$ cat src/rtl/dog_mode_ctrl_pkg.sv
// Shared definitions for the toy-dog control stage and its display consumer:
// FSM state encodings, code widths and the action-code step helper.
package dog_mode_ctrl_pkg;

  localparam int ACT_W = 3;
  localparam int SPD_W = 2;

  typedef enum logic [1:0] {
    ST_OFF  = 2'd0,
    ST_IDLE = 2'd1,
    ST_ACT  = 2'd2
  } state_t;

  localparam logic [ACT_W-1:0] ACT_IDLE = 3'd0;

  // Next action code: idle or the last action both lead to action 1.
  function automatic logic [ACT_W-1:0] next_act(input logic [ACT_W-1:0] cur,
                                                input int num);
    if (cur == ACT_IDLE || int'(cur) >= num) return ACT_W'(1);
    return cur + ACT_W'(1);
  endfunction

endpackage

$ cat src/rtl/btn_debounce.sv
// Raw push-button conditioning: 2-flop synchroniser, stability counter and a
// registered one-cycle pulse on each accepted 0->1 transition.
module btn_debounce #(
  parameter int DEB_CYCLES = 500000
) (
  input  logic clk,
  input  logic rst,
  input  logic btn_raw,
  output logic press
);

  localparam int CNT_W = (DEB_CYCLES > 1) ? $clog2(DEB_CYCLES) : 1;

  logic             r_sync1;
  logic             r_sync2;
  logic             r_level;
  logic [CNT_W-1:0] r_cnt;
  logic             r_press;

  logic w_diff;
  logic w_accept;

  // A new level is accepted on the DEB_CYCLES-th consecutive differing sample.
  assign w_diff   = (r_sync2 != r_level);
  assign w_accept = w_diff && (r_cnt == CNT_W'(DEB_CYCLES - 1));

  // Synchronise, count consecutive differing samples, flag accepted rises.
  always_ff @(posedge clk) begin
    if (rst) begin
      r_sync1 <= 1'b0;
      r_sync2 <= 1'b0;
      r_level <= 1'b0;
      r_cnt   <= '0;
      r_press <= 1'b0;
    end else begin
      r_sync1 <= btn_raw;
      r_sync2 <= r_sync1;
      if (!w_diff) begin
        r_cnt <= '0;
      end else if (w_accept) begin
        r_cnt   <= '0;
        r_level <= r_sync2;
      end else begin
        r_cnt <= r_cnt + CNT_W'(1);
      end
      r_press <= w_accept && r_sync2;
    end
  end

  assign press = r_press;

endmodule

$ cat src/rtl/dog_mode_ctrl.sv
// Toy-dog control stage: debounced buttons drive the OFF/IDLE/ACTING FSM that
// produces the registered power, action and speed codes, plus the free-running
// digit-scan toggle for the display.
module dog_mode_ctrl
  import dog_mode_ctrl_pkg::*;
#(
  parameter int DEB_CYCLES = 500000,
  parameter int SCAN_DIV   = 25000,
  parameter int ACT_TICKS  = 100000000,
  parameter int NUM_ACT    = 5
) (
  input  logic             clk,
  input  logic             rst,
  input  logic             btn_onoff,
  input  logic             btn_act,
  input  logic             btn_spd,
  output logic             onoff,
  output logic [ACT_W-1:0] act_code,
  output logic [SPD_W-1:0] spd_code,
  output logic             scan_sel
);

  localparam int TMR_W = $clog2(ACT_TICKS);
  localparam int SCN_W = $clog2(SCAN_DIV);

  logic w_p_on;
  logic w_p_act;
  logic w_p_spd;

  state_t           r_state, w_state;
  logic             r_onoff, w_onoff;
  logic [ACT_W-1:0] r_act,   w_act;
  logic [SPD_W-1:0] r_spd,   w_spd;
  logic [TMR_W-1:0] r_tmr,   w_tmr;

  logic [SCN_W-1:0] r_scn_cnt;
  logic             r_scan;

  btn_debounce #(.DEB_CYCLES(DEB_CYCLES)) u_deb_onoff (
    .clk(clk), .rst(rst), .btn_raw(btn_onoff), .press(w_p_on)
  );
  btn_debounce #(.DEB_CYCLES(DEB_CYCLES)) u_deb_act (
    .clk(clk), .rst(rst), .btn_raw(btn_act), .press(w_p_act)
  );
  btn_debounce #(.DEB_CYCLES(DEB_CYCLES)) u_deb_spd (
    .clk(clk), .rst(rst), .btn_raw(btn_spd), .press(w_p_spd)
  );

  // FSM and output code registers.
  always_ff @(posedge clk) begin
    if (rst) begin
      r_state <= ST_OFF;
      r_onoff <= 1'b0;
      r_act   <= ACT_IDLE;
      r_spd   <= '0;
      r_tmr   <= '0;
    end else begin
      r_state <= w_state;
      r_onoff <= w_onoff;
      r_act   <= w_act;
      r_spd   <= w_spd;
      r_tmr   <= w_tmr;
    end
  end

  // Next state: power press dominates; act reload beats timer expiry.
  always_comb begin
    w_state = r_state;
    w_onoff = r_onoff;
    w_act   = r_act;
    w_spd   = r_spd;
    w_tmr   = r_tmr;
    case (r_state)
      ST_IDLE, ST_ACT: begin
        if (w_p_on) begin
          w_state = ST_OFF;
          w_onoff = 1'b0;
          w_act   = ACT_IDLE;
          w_spd   = '0;
          w_tmr   = '0;
        end else begin
          if (r_state == ST_ACT && r_tmr != '0) w_tmr = r_tmr - TMR_W'(1);
          if (w_p_spd) w_spd = r_spd + SPD_W'(1);
          if (w_p_act) begin
            w_state = ST_ACT;
            w_act   = next_act(r_act, NUM_ACT);
            w_tmr   = TMR_W'(ACT_TICKS - 1);
          end else if (r_state == ST_ACT && r_tmr == '0) begin
            w_state = ST_IDLE;
            w_act   = ACT_IDLE;
          end
        end
      end
      default: begin
        if (w_p_on) begin
          w_state = ST_IDLE;
          w_onoff = 1'b1;
          w_act   = ACT_IDLE;
          w_spd   = '0;
        end
      end
    endcase
  end

  // Free-running scan divider; runs in every state so the display always scans.
  always_ff @(posedge clk) begin
    if (rst) begin
      r_scn_cnt <= '0;
      r_scan    <= 1'b0;
    end else if (r_scn_cnt == SCN_W'(SCAN_DIV - 1)) begin
      r_scn_cnt <= '0;
      r_scan    <= ~r_scan;
    end else begin
      r_scn_cnt <= r_scn_cnt + SCN_W'(1);
    end
  end

  assign onoff    = r_onoff;
  assign act_code = r_act;
  assign spd_code = r_spd;
  assign scan_sel = r_scan;

endmodule

$ cat config.mk
export PLATFORM = sky130hd
export DESIGN_NAME = dog_mode_ctrl
export DESIGN_NICKNAME = d
export VERILOG_FILES = /design/src/rtl/dog_mode_ctrl_pkg.sv /design/src/rtl/btn_debounce.sv /design/src/rtl/dog_mode_ctrl.sv
export SDC_FILE = /design/constraint.sdc
export NUM_CORES = 1
export LEC_CHECK = 0
export BUFFER_PORTS_ARGS = -buffer_cell sky130_fd_sc_hd__buf_2
export CORE_AREA = 2 2 102 104
export DETAILED_ROUTE_END_ITERATION = 8
export DIE_AREA = 0 0 104 106
export HOLD_SLACK_MARGIN = 0.05
export PLACE_DENSITY_LB_ADDON = 0.1
export SYNTH_ARGS = -nofsm -noshare
export SYNTH_HDL_FRONTEND = slang
export SYNTH_SLANG_ARGS = --single-unit
$ cat constraint.sdc
create_clock -name clk -period 3.27 [get_ports clk]
set_clock_uncertainty 0.05 [all_clocks]
set_input_delay 0.4905 -clock clk [delete_from_list [all_inputs] [get_ports clk]]
set_output_delay 0.4905 -clock clk [all_outputs]
set_load 0.005 [all_outputs]
==> results.md <==
- Htree depth: 4
- Register bit total from synthesis: 120
- Post-synthesis cell type count: 52
- Post-synthesis compound-gate area fraction: 0.1103
- Die area: 0.01102 mm²
- Syn Nets: 646
- Core ar.: 0.01000 mm²
- Vias per cell: 5.718
- Detailed-route via count: 4563
- Skew-Pair Late Insertion Delay: 0.53 ns
- Clock-pin slew on the worst setup and hold paths: 0.06 ns
- Synth Instances: 632
- Worst min path class: in -> reg
- Kind of critical path: reg -> reg
- First-pass GRT wire length: 19.95 mm
- Worst reg2reg startpoint: r_tmr[0]
- Worst-path fanout max: 5
- CTS tree: built
- Detail Route Antenna Nets: 0
- # rows: 37
- Top post-synthesis cells by area: dfxtp_1 44%, nor2_1 8.3%, xnor2_1 5.6%
- Status: finished, final reports clean
- Hold EP: u_deb_spd.r_sync1
- Max-Cap Viols: 0
- Synth Flop Type: dfxtp_1
- Grt total ovfl: 0
- Gpl congestion: 0.8909
- CTS resizes: 0
- Initial antenna violation count: 0
- Layout fillers: 871
- RR Endpoint: r_tmr[18]
- Vias in the first global route: 4305
- CTS Hold Bufs: 0
- Setup TNS: 0 ns
- Worst hold slack: 0.1244 ns
- GRT Util Overall: 0.2224
- Max-slew headroom: 0.4877
- Worst hold path stage count: 2
- Min Tclk post-route: 2.603 ns
- Final setup vio count: 0
- Mean post-synth cell area: 8.616 µm²
- CTS sink count: 120
- Dpl cells: 766
- Hold Path Origin: btn_spd
- Slew @ Worst Pin: 0.7615 ns
- Post-route DRC: 0
- Asr flop ratio synth: 0
- CP startpoint kind: flop
- Total power: 3.482 mW
- Die H: 106 µm
- Mapped Area: 0.005445 mm²
- Peak supply drop: 0.0004779 V
- Initial Util: 0.5445
- Worst Path Required: 3.66 ns
- Register area share after synthesis: 0.4412
- DRT Pass-1 Iters: 5
- Largest net degree at the start of global routing: 24
- Max Buffers Root-to-Sink: 2
- F_max: 384.2 MHz
- P_leak: 2.306 nW
- R2R depth: 7
- # diodes: 0
- Fin crit share: 0.7960
- # IOs: 12
- Post-route insts no fill: 798
- Max-slew violation count: 0
- # nets final: 663
- Area share of the leading cell type in the synthesized netlist: 0.4412
- Number of synthesized flops with an enable pin: 0
- Most frequent cells in the layout: 121 x nor2_1, 120 x dfxtp_1, 36 x nand2_1
- DP Area: 0.005638 mm²
- YS warnings: 0
- # Post-CTS Setup Buffers: 0
- Crit path capture type: flop
- Most common cell after layout, fill and taps aside: nor2_1
- Reg2Reg Setup Slack: 0.67 ns
- RSZ-0062 raised after global routing: false
- Die Wd: 104 µm
- Root buf cell: clkbuf_8
- CTS Buf Count: 17
- Critical path arrival: 2.99 ns
- Area Growth Syn to Fin: 15.10%
- Initial DRC Count: 262
- Total Routed Length: 11.44 mm
- Post-Synth XOR/XNOR Area: 0.1126
- Fin. Hold Viols: 0
- Power per cell area: 555.5 mW/mm²
- Wire per inst: 14.33 µm
- Mux cell area share after synthesis: 0.005515
- Dpl hpwl: 7.725 mm
- Synth Area in Simple Gates: 0.2810
- Post-synthesis adder-cell area fraction: 0.02068
- Yosys top cell by area: dfxtp_1
- Final Cell Area: 0.006267 mm²
- Largest family of logic cells by synthesized area: simple AND/OR/NAND/NOR gates
- Share of cells above drive strength 1: 0.09215
- Port buffer count: 11
-- critical path: stages (launching register included) --
cell     delay, ns
dfxtp_1       0.34
inv_1         0.07
ha_1          0.21
or3b_2        0.52
nor4_1        0.60
nand3_1       0.25
a22o_1        0.29
a22oi_1       0.17
-- stage by stage --
| step | setup WS (ns) | util |
|---|---|---|
| floorplan | 0.8958 | - |
| global placement | 0.8014 | 0.5638 |
| detailed placement | 0.7327 | 0.5638 |
| CTS | 0.6911 | 0.6268 |
| global route | 0.4972 | 0.6268 |
| finish | 0.6672 | 0.6268 |
-- state kept, by name, indices dropped and copies added, names as in the netlist --
signal,flops
r_tmr,27
u_deb_act.r_cnt,19
u_deb_onoff.r_cnt,19
u_deb_spd.r_cnt,19
r_scn_cnt,15
act_code,3
r_state,2
spd_code,2
onoff,1
scan_sel,1
u_deb_act.press,1
u_deb_act.r_level,1
u_deb_act.r_sync1,1
u_deb_act.r_sync2,1
u_deb_onoff.press,1
u_deb_onoff.r_level,1
u_deb_onoff.r_sync1,1
u_deb_onoff.r_sync2,1
u_deb_spd.press,1
u_deb_spd.r_level,1
u_deb_spd.r_sync1,1
u_deb_spd.r_sync2,1
-- area by class of cell --
class                           count  area, µm²  area share
Sequential cell                   120       2402      0.3833
Clock inverter                     11      170.2     0.02715
Tap cell                          136      170.2     0.02715
Clock buffer                       21      459.2     0.07327
Timing Repair Buffer               19      115.1     0.01837
Multi-Input combinational cell    474       2887      0.4606
Inverter                           17      63.81     0.01018
-- routing by layer --
metal,vias up,part of all wire,GRT usage
met5,-,0,0
met4,0,0.015,0.1033
met3,15,0.054,0.05273
met2,127,0.46,0.3590
met1,2132,0.47,0.2827
li1,2289,-,-
-- Yosys cell counts, types with 9 or more instances --
master	number
nor2_1	121
dfxtp_1	120
nand2_1	36
xnor2_1	35
xor2_1	35
nand3_1	31
a21oi_1	22
nand4_1	19
nor3_1	16
clkbuf_1	15
inv_1	15
nor4_1	14
a31oi_1	13
and3_1	12
or4_1	12
o22a_1	10
ha_1	9
nor2b_1	9
-- cell families (layout without fill, tap and decap cells) --
kind of cell    after synthesis  after routing
simple gates                307            307
fa+ha+maj                     9              9
compound gates               85             85
mux                           3              3
xor+xnor                     70             70
flops                       120            120
buf+inv                      38             68
-- power breakdown --
group          switching, mW  internal, mW
combinational         0.0325        0.0142
sequential           0.00536          1.47
clock                  0.662          1.30
total                  0.700          2.78
-- how the worst max path moves through the flow --
stage | startpoint | endpoint | cells after the start
floorplan | r_tmr[18] | r_tmr[25] | 5
global placement | r_tmr[0] | r_tmr[12] | 7
detailed placement | r_tmr[0] | r_tmr[26] | 8
CTS | r_tmr[0] | r_tmr[26] | 8
global route | r_tmr[0] | r_tmr[26] | 8
finish | r_tmr[0] | r_tmr[18] | 7
(Power assumes the default switching activity.)
